==> config.mk <==
export PLATFORM = sky130hd
export DESIGN_NAME = gyro_frame_bias
export DESIGN_NICKNAME = d
export VERILOG_FILES = /design/src/rtl/gyro_frame_bias.sv
export SDC_FILE = /design/constraint.sdc
export NUM_CORES = 1
export LEC_CHECK = 0
export ABC_AREA = 1
export CAP_MARGIN = 40
export CORE_ASPECT_RATIO = 0.7
export CORE_MARGIN = 8
export CORE_UTILIZATION = 50
export DETAILED_ROUTE_END_ITERATION = 6
export GPL_ROUTABILITY_DRIVEN = 1
export PLACE_DENSITY = 0.68
export SLEW_MARGIN = 20
export SYNTH_ARGS = -nofsm -noshare
export SYNTH_HDL_FRONTEND = slang
export SYNTH_SLANG_ARGS = --single-unit
==> constraint.sdc <==
create_clock -name clk -period 2.56 [get_ports clk]
set_input_delay 0.256 -clock clk [delete_from_list [all_inputs] [get_ports clk]]
set_output_delay 0.256 -clock clk [all_outputs]
set_load 0.1 [all_outputs]
==> src/rtl/gyro_frame_bias.sv <==
// Gyro front-end: assembles the 14-byte MPU6050 burst, learns a per-axis zero-rate bias
// over 2^CAL_SHIFT frames, then emits bias-corrected, saturated rates with a one-cycle strobe.
module gyro_frame_bias #(
  parameter int CAL_SHIFT = 8
) (
  input  logic               clk,
  input  logic               rst_n,
  input  logic [7:0]         byte_in,
  input  logic               byte_valid,
  input  logic               frame_start,
  input  logic               recal,
  output logic signed [15:0] pitch_gyro,
  output logic signed [15:0] roll_gyro,
  output logic signed [15:0] yaw_gyro,
  output logic               cal_gyro_oe,
  output logic               cal_done,
  output logic               frame_drop
);

  localparam int ACC_W  = 16 + CAL_SHIFT;
  localparam int FCNT_W = CAL_SHIFT + 1;
  localparam logic [FCNT_W-1:0] FCNT_FULL = {1'b1, {CAL_SHIFT{1'b0}}};
  localparam logic [0:0] ST_CAL = 1'b0;
  localparam logic [0:0] ST_RUN = 1'b1;

  // Framing state
  logic        active_q, active_d;
  logic [3:0]  idx_q, idx_d;
  logic [15:0] raw_x_q, raw_x_d, raw_y_q, raw_y_d, raw_z_q, raw_z_d;
  logic        frame_done_q, frame_done_d;
  logic        drop_q, drop_d;

  // Calibration / run state
  logic [0:0]        state_q, state_d;
  logic [FCNT_W-1:0] fcnt_q, fcnt_d;
  logic [ACC_W-1:0]  acc_x_q, acc_x_d, acc_y_q, acc_y_d, acc_z_q, acc_z_d;
  logic              latch_q, latch_d;
  logic [15:0]       bias_x_q, bias_x_d, bias_y_q, bias_y_d, bias_z_q, bias_z_d;
  logic              cal_done_q, cal_done_d;

  // Output registers
  logic [15:0] pitch_q, pitch_d, roll_q, roll_d, yaw_q, yaw_d;
  logic        oe_q, oe_d;

  logic       take;
  logic [3:0] cur_idx;

  logic signed [ACC_W-1:0] avg_x, avg_y, avg_z;
  assign avg_x = $signed(acc_x_q) >>> CAL_SHIFT;
  assign avg_y = $signed(acc_y_q) >>> CAL_SHIFT;
  assign avg_z = $signed(acc_z_q) >>> CAL_SHIFT;

  function automatic logic [ACC_W-1:0] sext(input logic [15:0] v);
    return {{CAL_SHIFT{v[15]}}, v};
  endfunction

  // 17-bit difference; disagreeing top bits mean the result left the 16-bit range.
  function automatic logic [15:0] sat_sub(input logic [15:0] raw, input logic [15:0] bias);
    logic [16:0] diff;
    diff = {raw[15], raw} - {bias[15], bias};
    if (diff[16] != diff[15]) return diff[16] ? 16'h8000 : 16'h7FFF;
    return diff[15:0];
  endfunction

  always_comb begin
    active_d     = active_q;
    idx_d        = idx_q;
    raw_x_d      = raw_x_q;
    raw_y_d      = raw_y_q;
    raw_z_d      = raw_z_q;
    frame_done_d = 1'b0;
    drop_d       = 1'b0;
    take         = 1'b0;
    cur_idx      = idx_q;

    if (byte_valid) begin
      if (frame_start) begin
        drop_d  = active_q;
        cur_idx = 4'd0;
        take    = 1'b1;
      end else if (active_q) begin
        take = 1'b1;
      end
    end

    if (take) begin
      case (cur_idx)
        4'd8:    raw_x_d[15:8] = byte_in;
        4'd9:    raw_x_d[7:0]  = byte_in;
        4'd10:   raw_y_d[15:8] = byte_in;
        4'd11:   raw_y_d[7:0]  = byte_in;
        4'd12:   raw_z_d[15:8] = byte_in;
        4'd13:   raw_z_d[7:0]  = byte_in;
        default: ;
      endcase
      if (cur_idx == 4'd13) begin
        // Frame complete: stay idle until the next frame_start.
        active_d     = 1'b0;
        idx_d        = 4'd0;
        frame_done_d = ~recal;
      end else begin
        active_d = 1'b1;
        idx_d    = cur_idx + 4'd1;
      end
    end
  end

  always_comb begin
    state_d    = state_q;
    fcnt_d     = fcnt_q;
    acc_x_d    = acc_x_q;
    acc_y_d    = acc_y_q;
    acc_z_d    = acc_z_q;
    latch_d    = 1'b0;
    bias_x_d   = bias_x_q;
    bias_y_d   = bias_y_q;
    bias_z_d   = bias_z_q;
    cal_done_d = cal_done_q;
    pitch_d    = pitch_q;
    roll_d     = roll_q;
    yaw_d      = yaw_q;
    oe_d       = 1'b0;

    if (recal) begin
      state_d    = ST_CAL;
      fcnt_d     = '0;
      acc_x_d    = '0;
      acc_y_d    = '0;
      acc_z_d    = '0;
      bias_x_d   = '0;
      bias_y_d   = '0;
      bias_z_d   = '0;
      cal_done_d = 1'b0;
    end else begin
      if (latch_q) begin
        bias_x_d   = avg_x[15:0];
        bias_y_d   = avg_y[15:0];
        bias_z_d   = avg_z[15:0];
        cal_done_d = 1'b1;
        state_d    = ST_RUN;
      end
      if (frame_done_q) begin
        if (state_q == ST_CAL && !latch_q) begin
          acc_x_d = acc_x_q + sext(raw_x_q);
          acc_y_d = acc_y_q + sext(raw_y_q);
          acc_z_d = acc_z_q + sext(raw_z_q);
          fcnt_d  = fcnt_q + 1'b1;
          latch_d = (fcnt_d == FCNT_FULL);
        end else if (state_q == ST_RUN) begin
          pitch_d = sat_sub(raw_x_q, bias_x_q);
          roll_d  = sat_sub(raw_y_q, bias_y_q);
          yaw_d   = sat_sub(raw_z_q, bias_z_q);
          oe_d    = 1'b1;
        end
      end
    end
  end

  always_ff @(posedge clk or negedge rst_n) begin
    if (!rst_n) begin
      active_q     <= 1'b0;
      idx_q        <= '0;
      raw_x_q      <= '0;
      raw_y_q      <= '0;
      raw_z_q      <= '0;
      frame_done_q <= 1'b0;
      drop_q       <= 1'b0;
      state_q      <= ST_CAL;
      fcnt_q       <= '0;
      acc_x_q      <= '0;
      acc_y_q      <= '0;
      acc_z_q      <= '0;
      latch_q      <= 1'b0;
      bias_x_q     <= '0;
      bias_y_q     <= '0;
      bias_z_q     <= '0;
      cal_done_q   <= 1'b0;
      pitch_q      <= '0;
      roll_q       <= '0;
      yaw_q        <= '0;
      oe_q         <= 1'b0;
    end else begin
      active_q     <= active_d;
      idx_q        <= idx_d;
      raw_x_q      <= raw_x_d;
      raw_y_q      <= raw_y_d;
      raw_z_q      <= raw_z_d;
      frame_done_q <= frame_done_d;
      drop_q       <= drop_d;
      state_q      <= state_d;
      fcnt_q       <= fcnt_d;
      acc_x_q      <= acc_x_d;
      acc_y_q      <= acc_y_d;
      acc_z_q      <= acc_z_d;
      latch_q      <= latch_d;
      bias_x_q     <= bias_x_d;
      bias_y_q     <= bias_y_d;
      bias_z_q     <= bias_z_d;
      cal_done_q   <= cal_done_d;
      pitch_q      <= pitch_d;
      roll_q       <= roll_d;
      yaw_q        <= yaw_d;
      oe_q         <= oe_d;
    end
  end

  assign pitch_gyro  = pitch_q;
  assign roll_gyro   = roll_q;
  assign yaw_gyro    = yaw_q;
  assign cal_gyro_oe = oe_q;
  assign cal_done    = cal_done_q;
  assign frame_drop  = drop_q;

endmodule

==> Word level (Yosys, flattened, before mapping) <==
Index checks and enable logic that the tools add are counted.
{ "word_totals": {"reg_bits": 235, "latch_bits": 0, "ram_bits": 0, "romBits": 0, "wordCells": 119, "memories": 0} }
{ "classes": {"add_sub_neg": 8, "n_mul": 0, "n_div": 0, "order_cmp": 0, "eq_ne": 10, "shifts": 0, "muxes": 62, "bitwise": 3, "n_reduce_logical": 13} }
{ "ops": {"columns": ["operator", "n"], "rows": [
  ["16-bit two-way mux", 15],
  ["24-bit two-way mux", 9],
  ["24-bit adder", 3],
  ["16-bit by 16-bit subtractor with 17-bit output", 3],
  ["1-bit two-way mux", 32],
  ["9-bit two-way mux", 3],
  ["4-bit equality test, second input constant", 6],
  ["2-bit AND reduction", 7],
  ["4-bit two-way mux", 3],
  ["9-bit by 1-bit adder with 9-bit output, second input constant", 1],
  ["9-bit equality test, second input constant", 1],
  ["2-bit nonzero test", 3],
  ["4-bit by 1-bit adder with 4-bit output, second input constant", 1],
  ["4-bit AND reduction", 1],
  ["1-bit != test", 3],
  ["1-bit NOT", 3],
  ["1-bit logical AND", 1],
  ["1-bit logical NOT", 1]
]} }

==> Logic depth before layout (Yosys ltp) <==
Gate-level depths: netlist (run 1).
{ "logic_depth": {"ltp_word": 8, "mapped_depth": 16} }

==> Worst setup path after synthesis (run 1) <==
Ideal clock, no wire load.
{ "synth_timing": {"kind": "reg2reg", "from": "register raw_z_q[0]", "to": "register yaw_q[10], in the netlist yaw_gyro[10]", "arrival_ns": 2.026, "required_ns": 2.437, "setup_slack_ns": 0.411, "stages_incl_launch_ff": 16, "period_less_slack_ns": 2.149, "cell_sequence": "dfrtp_1 inv_1 ha_1 inv_1 fa_1 nand3_1 nand3_1 nand2_1 nand2_1 nand2_1 nand2_1 nand2_1 nand2_2 a21oi_4 buf_6 a21oi_1"} }
{ "synth_between": {"elab_chain_len": 8, "elab_cells_between_ends": 10, "classes_between": "1 x add/sub; 1 x eq/ne; 8 x mux"} }
{ "synth_lines": {"columns": ["element", "line_no", "source"], "rows": [
  ["start: declaration", "29", "logic [15:0] raw_x_q, raw_x_d, raw_y_q, raw_y_d, raw_z_q, raw_z_d;"],
  ["start signal: assignment", "187", "raw_z_q <= raw_z_d;"],
  ["16-bit by 16-bit subtractor with 17-bit output (*)", "60", "diff = {raw[15], raw} - {bias[15], bias};"],
  ["1-bit != test", "61", "if (diff[16] != diff[15]) return diff[16] ? 16'h8000 : 16'h7FFF;"],
  ["1-bit two-way mux", "61", null],
  ["1-bit two-way mux", "149", "end else if (state_q == ST_RUN) begin"],
  ["1-bit two-way mux", "143", "if (state_q == ST_CAL && !latch_q) begin"],
  ["1-bit two-way mux", "142", "if (frame_done_q) begin"],
  ["1-bit two-way mux", "124", "if (recal) begin"],
  ["16-bit two-way mux (*)", "62", "return diff[15:0];"],
  ["end signal: assignment", "202", "yaw_q <= yaw_d;"],
  ["end: declaration", "42", "logic [15:0] pitch_q, pitch_d, roll_q, roll_d, yaw_q, yaw_d;"]
]} }
Mark *: on every way between the ends. The rest lies on a longest branch, timed or not. The select of a mux whose other input is x is not followed.
A chain may end at the register's enable or synchronous reset.

==> Worst setup path in the final report (run 1) <==
{ "layout_timing": {"from": "register raw_y_q[2]", "to": "register acc_y_q[23]"} }
{ "layout_between": {"elab_chain_len": 4} }
{ "layout_lines": {"columns": ["element", "line_no", "source"], "rows": [
  ["start: declaration", "29", null],
  ["start signal: assignment", "186", "raw_y_q <= raw_y_d;"],
  ["24-bit adder", "145", "acc_y_d = acc_y_q + sext(raw_y_q);"],
  ["24-bit two-way mux", "143", null],
  ["24-bit two-way mux", "142", null],
  ["24-bit two-way mux", "124", null],
  ["end signal: assignment", "193", "acc_y_q <= acc_y_d;"],
  ["end: declaration", "36", "logic [ACC_W-1:0] acc_x_q, acc_x_d, acc_y_q, acc_y_d, acc_z_q, acc_z_d;"]
]} }
Every way passes these cells. The select of a mux whose other input is x is not followed.

==> impl_metrics.toml, run 1 <==
[placed_design]
dpl_cell_area_um2 = 16900
dp_cells = 2639
port_buffers = 63
place.detailed.hpwl_mm = 35.3
gp_congestion = 0.983

[final_layout]
finalNetCount = 2391
final_cells = 2692
final_common_cell = "nand2_1"
mostFrequentLayoutCells = "nand2_1 (607), inv_1 (264), dfrtp_1 (235)"
final_cell_area_um2 = 17900
n_antenna_cell = 0
synthToLayoutAreaGrowth_pct = 13.0
final_layout_size_suffix_gt1_frac = 0.0779

[timing]
finalCritPeriodShare = 0.963
maxSlewViolCount = 0
setup_tns_ns = 0
setup_viol = 0
max_freq_ghz = 0.406
hold_slack_ns = 0.216
slew_headroom = 0.521
rsz0062_at_grt = "no"
worst_pin_slew_ns = 0.711
clock_skew_ns = 0.0251
finalHoldViolations = 0
period_needed_ns = 2.46

[routing]
drt-pass1-iter-count = 6
wl_per_cell_um = 17.1
via_per_inst = 5.51
ant_nets = 0
drtIter0Drc = 1376
drc = 0
routed_wl_mm = 45.9
routed-via-count = 14800

[pwr]
swShare = 0.430
ir_drop_uv = 529
pwr-share-clk = 0.258
seqPwrFrac = 0.286
leakagePower_nw = 9.33
power_w = 0.0155
p_int_w = 0.00884
p_sw_w = 0.00668
powerDensity_nw_per_um2 = 868
combPwrFrac = 0.456

[worst_setup_path]
worst_setup_path_end_kind = "flip-flop"
arrival_ns = 2.90
startpoint_type = "flip-flop"
worstSetupPathType = "reg2reg"
cp.required_ns = 3.00
path_max_fanout = 5

[clock_network]
cts_buffer_depth = 3
clkSinkCount = 235
cts-buffers-inserted = 25
worst_skew_pair.late_latency_ns = 0.56
cts_root_buf = "clkbuf_16"
cts_tree = "built"
cts.clk_slew.worst_paths_ns = 0.06
cts-htree-levels = 1

[yosys]
synthAdderAreaFrac = 0.102
avgSynthCellArea_um2 = 7.27
netlist_area_um2 = 15800
synth_top_area_share = 0.371
syn_inst = 2179
synth_top_family_by_area = "simple AND/OR/NAND/NOR gates"
synthXorXnorAreaFrac = 0.0249
yosys_warnings = 0
muxShareOfSynthArea = 0
synth_compound_area_frac = 0.166
ys_seq_area_frac = 0.371
synth_top_area_cell = "dfrtp_1"
syn-num-nets = 2317
synth-seq-cells = 235
ys_top_cells_by_area = "dfrtp_1 (37%), nand2_1 (14%), ha_1 (9.4%)"
synth.distinct_cells = 41
synthSimpleGateAreaFrac = 0.258

[global_routing]
grtUsageMet1 = 0.366
grtUsageMet3 = 0.0420
grt_overflow = 0
antenna_found_initial = 0
use_met2 = 0.352
grt_max_degree = 59
grt_pass1_wl_mm = 74.0
grt_util_all_layers = 0.239
grt_pass1_vias = 13700
busiest_layer = "met1"

[min_path]
holdCritPathClass = "in2async"

[floorplan]
die_y_um = 165
num_rows = 54
num_io_pins = 64
core_area_um2 = 31100
start_util = 0.509
die_area_um2 = 37700
die_width_um = 229

[run_status]
status = "complete, no violations"

[job]
maxCapViolations = 0
## through the flow
step | utilization | setup slack [ns]
floorplan | - | 0.411
global placement | 0.541 | 0.164
detailed placement | 0.542 | 0.0644
CTS | 0.572 | 0.0413
global route | 0.574 | 0.0260
finish | 0.574 | 0.0959
## what timing repair did
item                       CTS  global route
setup endpoints to repair    0            34
resized for setup            0             2
hold buffers                 1             0
buffers inserted             0             6
hold endpoints to repair    50             0
## metal layers
metal / vias to the layer above / part of all wire
met1: 6981 / 0.50
met3: 53 / 0.078
met2: 463 / 0.41
met5: - / 0
li1: 7324 / -
met4: 0 / 0.017
## synth_stat cells, drive strengths merged
master,count
clkbuf,28
o31ai,4
dfrtp,235
nor3,32
xor2,33
inv,268
or2,11
a21oi,192
a32o,6
nand2,618
nand3b,5
nand3,117
a21o,3
buf,18
o21a,7
ha,119
fa,6
nand4,17
o211ai,1
o21bai,20
and2,3
nor4,1
o21ai,183
a22o,7
a31oi,2
xnor2,12
nor2,190
a21boi,5
o22ai,36
## sequential cells by signal, summed over array words and instances, names as in the netlist, 4 cells and up
register    count
acc_x_q        24
acc_y_q        24
acc_z_q        24
bias_x_q       16
bias_y_q       16
bias_z_q       16
pitch_gyro     16
raw_x_q        16
raw_y_q        16
raw_z_q        16
roll_gyro      16
yaw_gyro       16
fcnt_q          9
idx_q           4
## worst paths after layout
check                            start           end  slack [ns]  cells after the start
setup / recovery            raw_y_q[2]   acc_y_q[23]         0.1                     10
hold / removal                   rst_n  roll_gyro[8]        0.22                      2
setup reg to reg            raw_y_q[2]   acc_y_q[23]         0.1                     10
hold reg to reg             acc_y_q[7]    acc_y_q[7]        0.50                      2
max in group asynchronous        rst_n   yaw_gyro[8]        1.56                      3
min in group clk           frame_start    frame_drop        0.24                      3
## critical path, cell delays in order (launching register included)
cell	delay (ns)
dfrtp_1	0.45
ha_1	0.39
nand2_1	0.12
o21ai_0	0.59
nand2_1	0.10
nand2_1	0.24
nand3_1	0.15
nand3_1	0.11
nand2_1	0.05
nand3_1	0.06
o21ai_0	0.08
## cells by family (layout without fill, tap and decap cells)
family | count (synthesis) | after routing
compound gates | 466 | 466
xor+xnor | 45 | 45
fa+ha+maj | 125 | 125
buf+inv | 314 | 407
flops | 235 | 235
simple gates | 994 | 994
## area by class of cell
cell class              instances  area (um2)
clock buffers                  36         737
clock inverters                10         171
fillers                      2942       13300
inverters                     268        1010
multi-input cells            1630        8740
flip-flops and latches        235        5880
well taps                     420         526
repair buffers                 93         836
## power by group through the flow
| stage | Sequential (W) | Combinational [W] | Clock (W) |
|---|---|---|---|
| 2_1_floorplan | 0.00433 | 0.00555 | 0 |
| 3_3_place_gp | 0.00447 | 0.00677 | 0 |
| 3_5_place_dp | 0.00448 | 0.00689 | 0 |
| 4_1_cts | 0.00442 | 0.00694 | 0.00408 |
| 5_1_grt | 0.00446 | 0.00802 | 0.00422 |
| 6_report | 0.00444 | 0.00708 | 0.00401 |
(Power assumes the default switching activity.)
==> run 2: changes to the inputs <==
--- a/config.mk
+++ b/config.mk
@@ -12,6 +12,7 @@
 export CORE_UTILIZATION = 50
 export DETAILED_ROUTE_END_ITERATION = 6
 export GPL_ROUTABILITY_DRIVEN = 1
+export MAX_ROUTING_LAYER = met4
 export PLACE_DENSITY = 0.68
 export SLEW_MARGIN = 20
 export SYNTH_ARGS = -nofsm -noshare
==> constraint.sdc (replaced) <==
create_clock -name clk -period 2.56 [get_ports clk]
set_input_delay 0.512 -clock clk [delete_from_list [all_inputs] [get_ports clk]]
set_output_delay 0.512 -clock clk [all_outputs]
set_load 0.1 [all_outputs]
==> impl_metrics.toml, run 2 (synthesized netlist as in run 1, its figures left out) <==
[run_status]
status = "complete, no violations"

[final_layout]
final_common_cell = "nand2_1"
synthToLayoutAreaGrowth_pct = 13.2
finalNetCount = 2391
mostFrequentLayoutCells = "nand2_1 (606), inv_1 (264), dfrtp_1 (234)"
reg.largest.list = "acc_x_q: 24 flops, acc_y_q: 24 flops, acc_z_q: 24 flops"
final_layout_size_suffix_gt1_frac = 0.0793
n_antenna_cell = 0

[timing]
finalHoldViolations = 0
setup_viol = 0
worst_pin_slew_ns = 0.548
clock_skew_ns = 0.0139
maxSlewViolCount = 0
setup_ws_ns = 0.187
slew_headroom = 0.631
finalCritPeriodShare = 0.927
period_needed_ns = 2.37
max_freq_ghz = 0.421
rsz0062_at_grt = "no"
setup_tns_ns = 0

[clock_network]
cts_root_buf = "clkbuf_16"
cts-buffers-inserted = 26
clkSinkCount = 235
cts.clk_slew.worst_paths_ns = 0.06
cts-htree-levels = 1
cts_buffer_depth = 3
cts_tree = "built"
worst_skew_pair.late_latency_ns = 0.55

[pwr]
swShare = 0.427
powerDensity_nw_per_um2 = 882
combPwrFrac = 0.446
seqPwrFrac = 0.282
ir_drop_uv = 542
p_sw_w = 0.00675
pwr-share-clk = 0.272
p_int_w = 0.00907
leakagePower_nw = 9.33

[placed_design]
gp_congestion = 0.954
port_buffers = 63
place.detailed.hpwl_mm = 35.4
dp_slack_ns = 0.0384

[routing]
drt-pass1-iter-count = 5
ant_nets = 0
routed-via-count = 14900
wl_per_cell_um = 17.1
via_per_inst = 5.53
routed_wl_mm = 46.1
drtIter0Drc = 1262
drc = 0

[worst_setup_path]
startpoint_type = "flip-flop"
worstSetupPathType = "reg2reg"
cp.required_ns = 2.99
r2r_start = "raw_z_q[0]"
startpoint = "raw_z_q[0]"
path_max_fanout = 15
arrival_ns = 2.80
worst_setup_path_end_kind = "flip-flop"

[global_routing]
grt_overflow = 0
grt_util_all_layers = 0.248
grtUsageMet1 = 0.369
antenna_found_initial = 0
grt_pass1_vias = 13900
use_met2 = 0.347
grt_pass1_wl_mm = 74.2
grt_max_degree = 50
busiest_layer = "met1"
grtUsageMet3 = 0.0400

[job]
maxCapViolations = 0

[floorplan]
start_util = 0.509
die_y_um = 165
num_rows = 54
die_area_um2 = 37700
die_width_um = 229
num_io_pins = 64
core_area_um2 = 31100

[min_path]
holdCritPathClass = "in2async"
==> run 2: cell types whose count changed in the layout (fill, tap and decap cells not counted), moves of 2 or more <==
cell	change
clkbuf_8	-6
bufinv_16	+3
clkinv_4	+3
clkinvlp_4	+3
clkbuf_1	-2
clkbuf_16	+2
nand2_2	+2
==> run 2: repair_timing <==
action / in CTS / in global routing
hold buffers: 1 / 0
hold endpoints to repair: 43 / 0
gates resized for setup: 0 / 3
setup endpoints to repair: 0 / 36
buffers inserted: 0 / 4
==> run 2: stage by stage <==
| stage | std cells | cell area (um2) | hold WS (ns) | total power [W] | util |
|---|---|---|---|---|---|
| after floorplan | 2179 | 15800 | 0.216 | 0.00987 | - |
| after global placement | 2639 | 16900 | 0.451 | 0.0113 | 0.541 |
| after detailed placement | 2640 | 16900 | 0.450 | 0.0114 | 0.542 |
| after CTS | 2687 | 17900 | 0.454 | 0.0157 | 0.573 |
| after global routing | 2691 | 17900 | 0.484 | 0.0170 | 0.576 |
| final | 2691 | 17900 | 0.464 | 0.0158 | 0.576 |
==> run 2: final cells by class <==
type / count / area (um2)
fillers: 2923 / 13200
multi-input cells: 1630 / 8730
flip-flops and latches: 235 / 5880
inverters: 268 / 1010
repair buffers: 92 / 816
clock buffers: 30 / 697
well taps: 420 / 526
clock inverters: 16 / 277
==> run 2: final timing paths <==
kind	endpoint	slack [ns]	cells past startpoint
setup / recovery	yaw_gyro[0]	0.19	15
min in group clk	acc_y_q[6]	0.49	2
hold / removal	roll_gyro[7]	0.46	2
max in group asynchronous	bias_z_q[8]	1.27	3
hold reg to reg	acc_y_q[6]	0.49	2
setup reg to reg	yaw_gyro[0]	0.19	15
==> run 2: critical path: stages (launching register included) <==
cell and delay [ns]:
dfrtp_1 0.39, inv_1 0.08, ha_1 0.14, inv_1 0.07, fa_1 0.40, nand3_1 0.10, nand3_1 0.13, nand2_1 0.09
nand2_1 0.13, nand2_2 0.12, nand2_1 0.07, nand2_1 0.08, nand2_2 0.07, a21oi_4 0.15, buf_12 0.16, a21oi_1 0.07
==> run 2: power groups by stage <==
stage                     Combinational, W  Sequential (W)  Clock [W]
after floorplan                    0.00555         0.00433          0
after global placement             0.00677         0.00451          0
after detailed placement           0.00689         0.00450          0
after CTS                          0.00694         0.00445    0.00436
after global routing               0.00805         0.00449    0.00450
final                              0.00706         0.00447    0.00430
==> run 2: layer usage <==
metal,vias to the layer above,wire length [um]
li1,7309,-
met1,7017,22900
met2,483,18500
met3,83,3650
met4,0,1110
met5,-,0
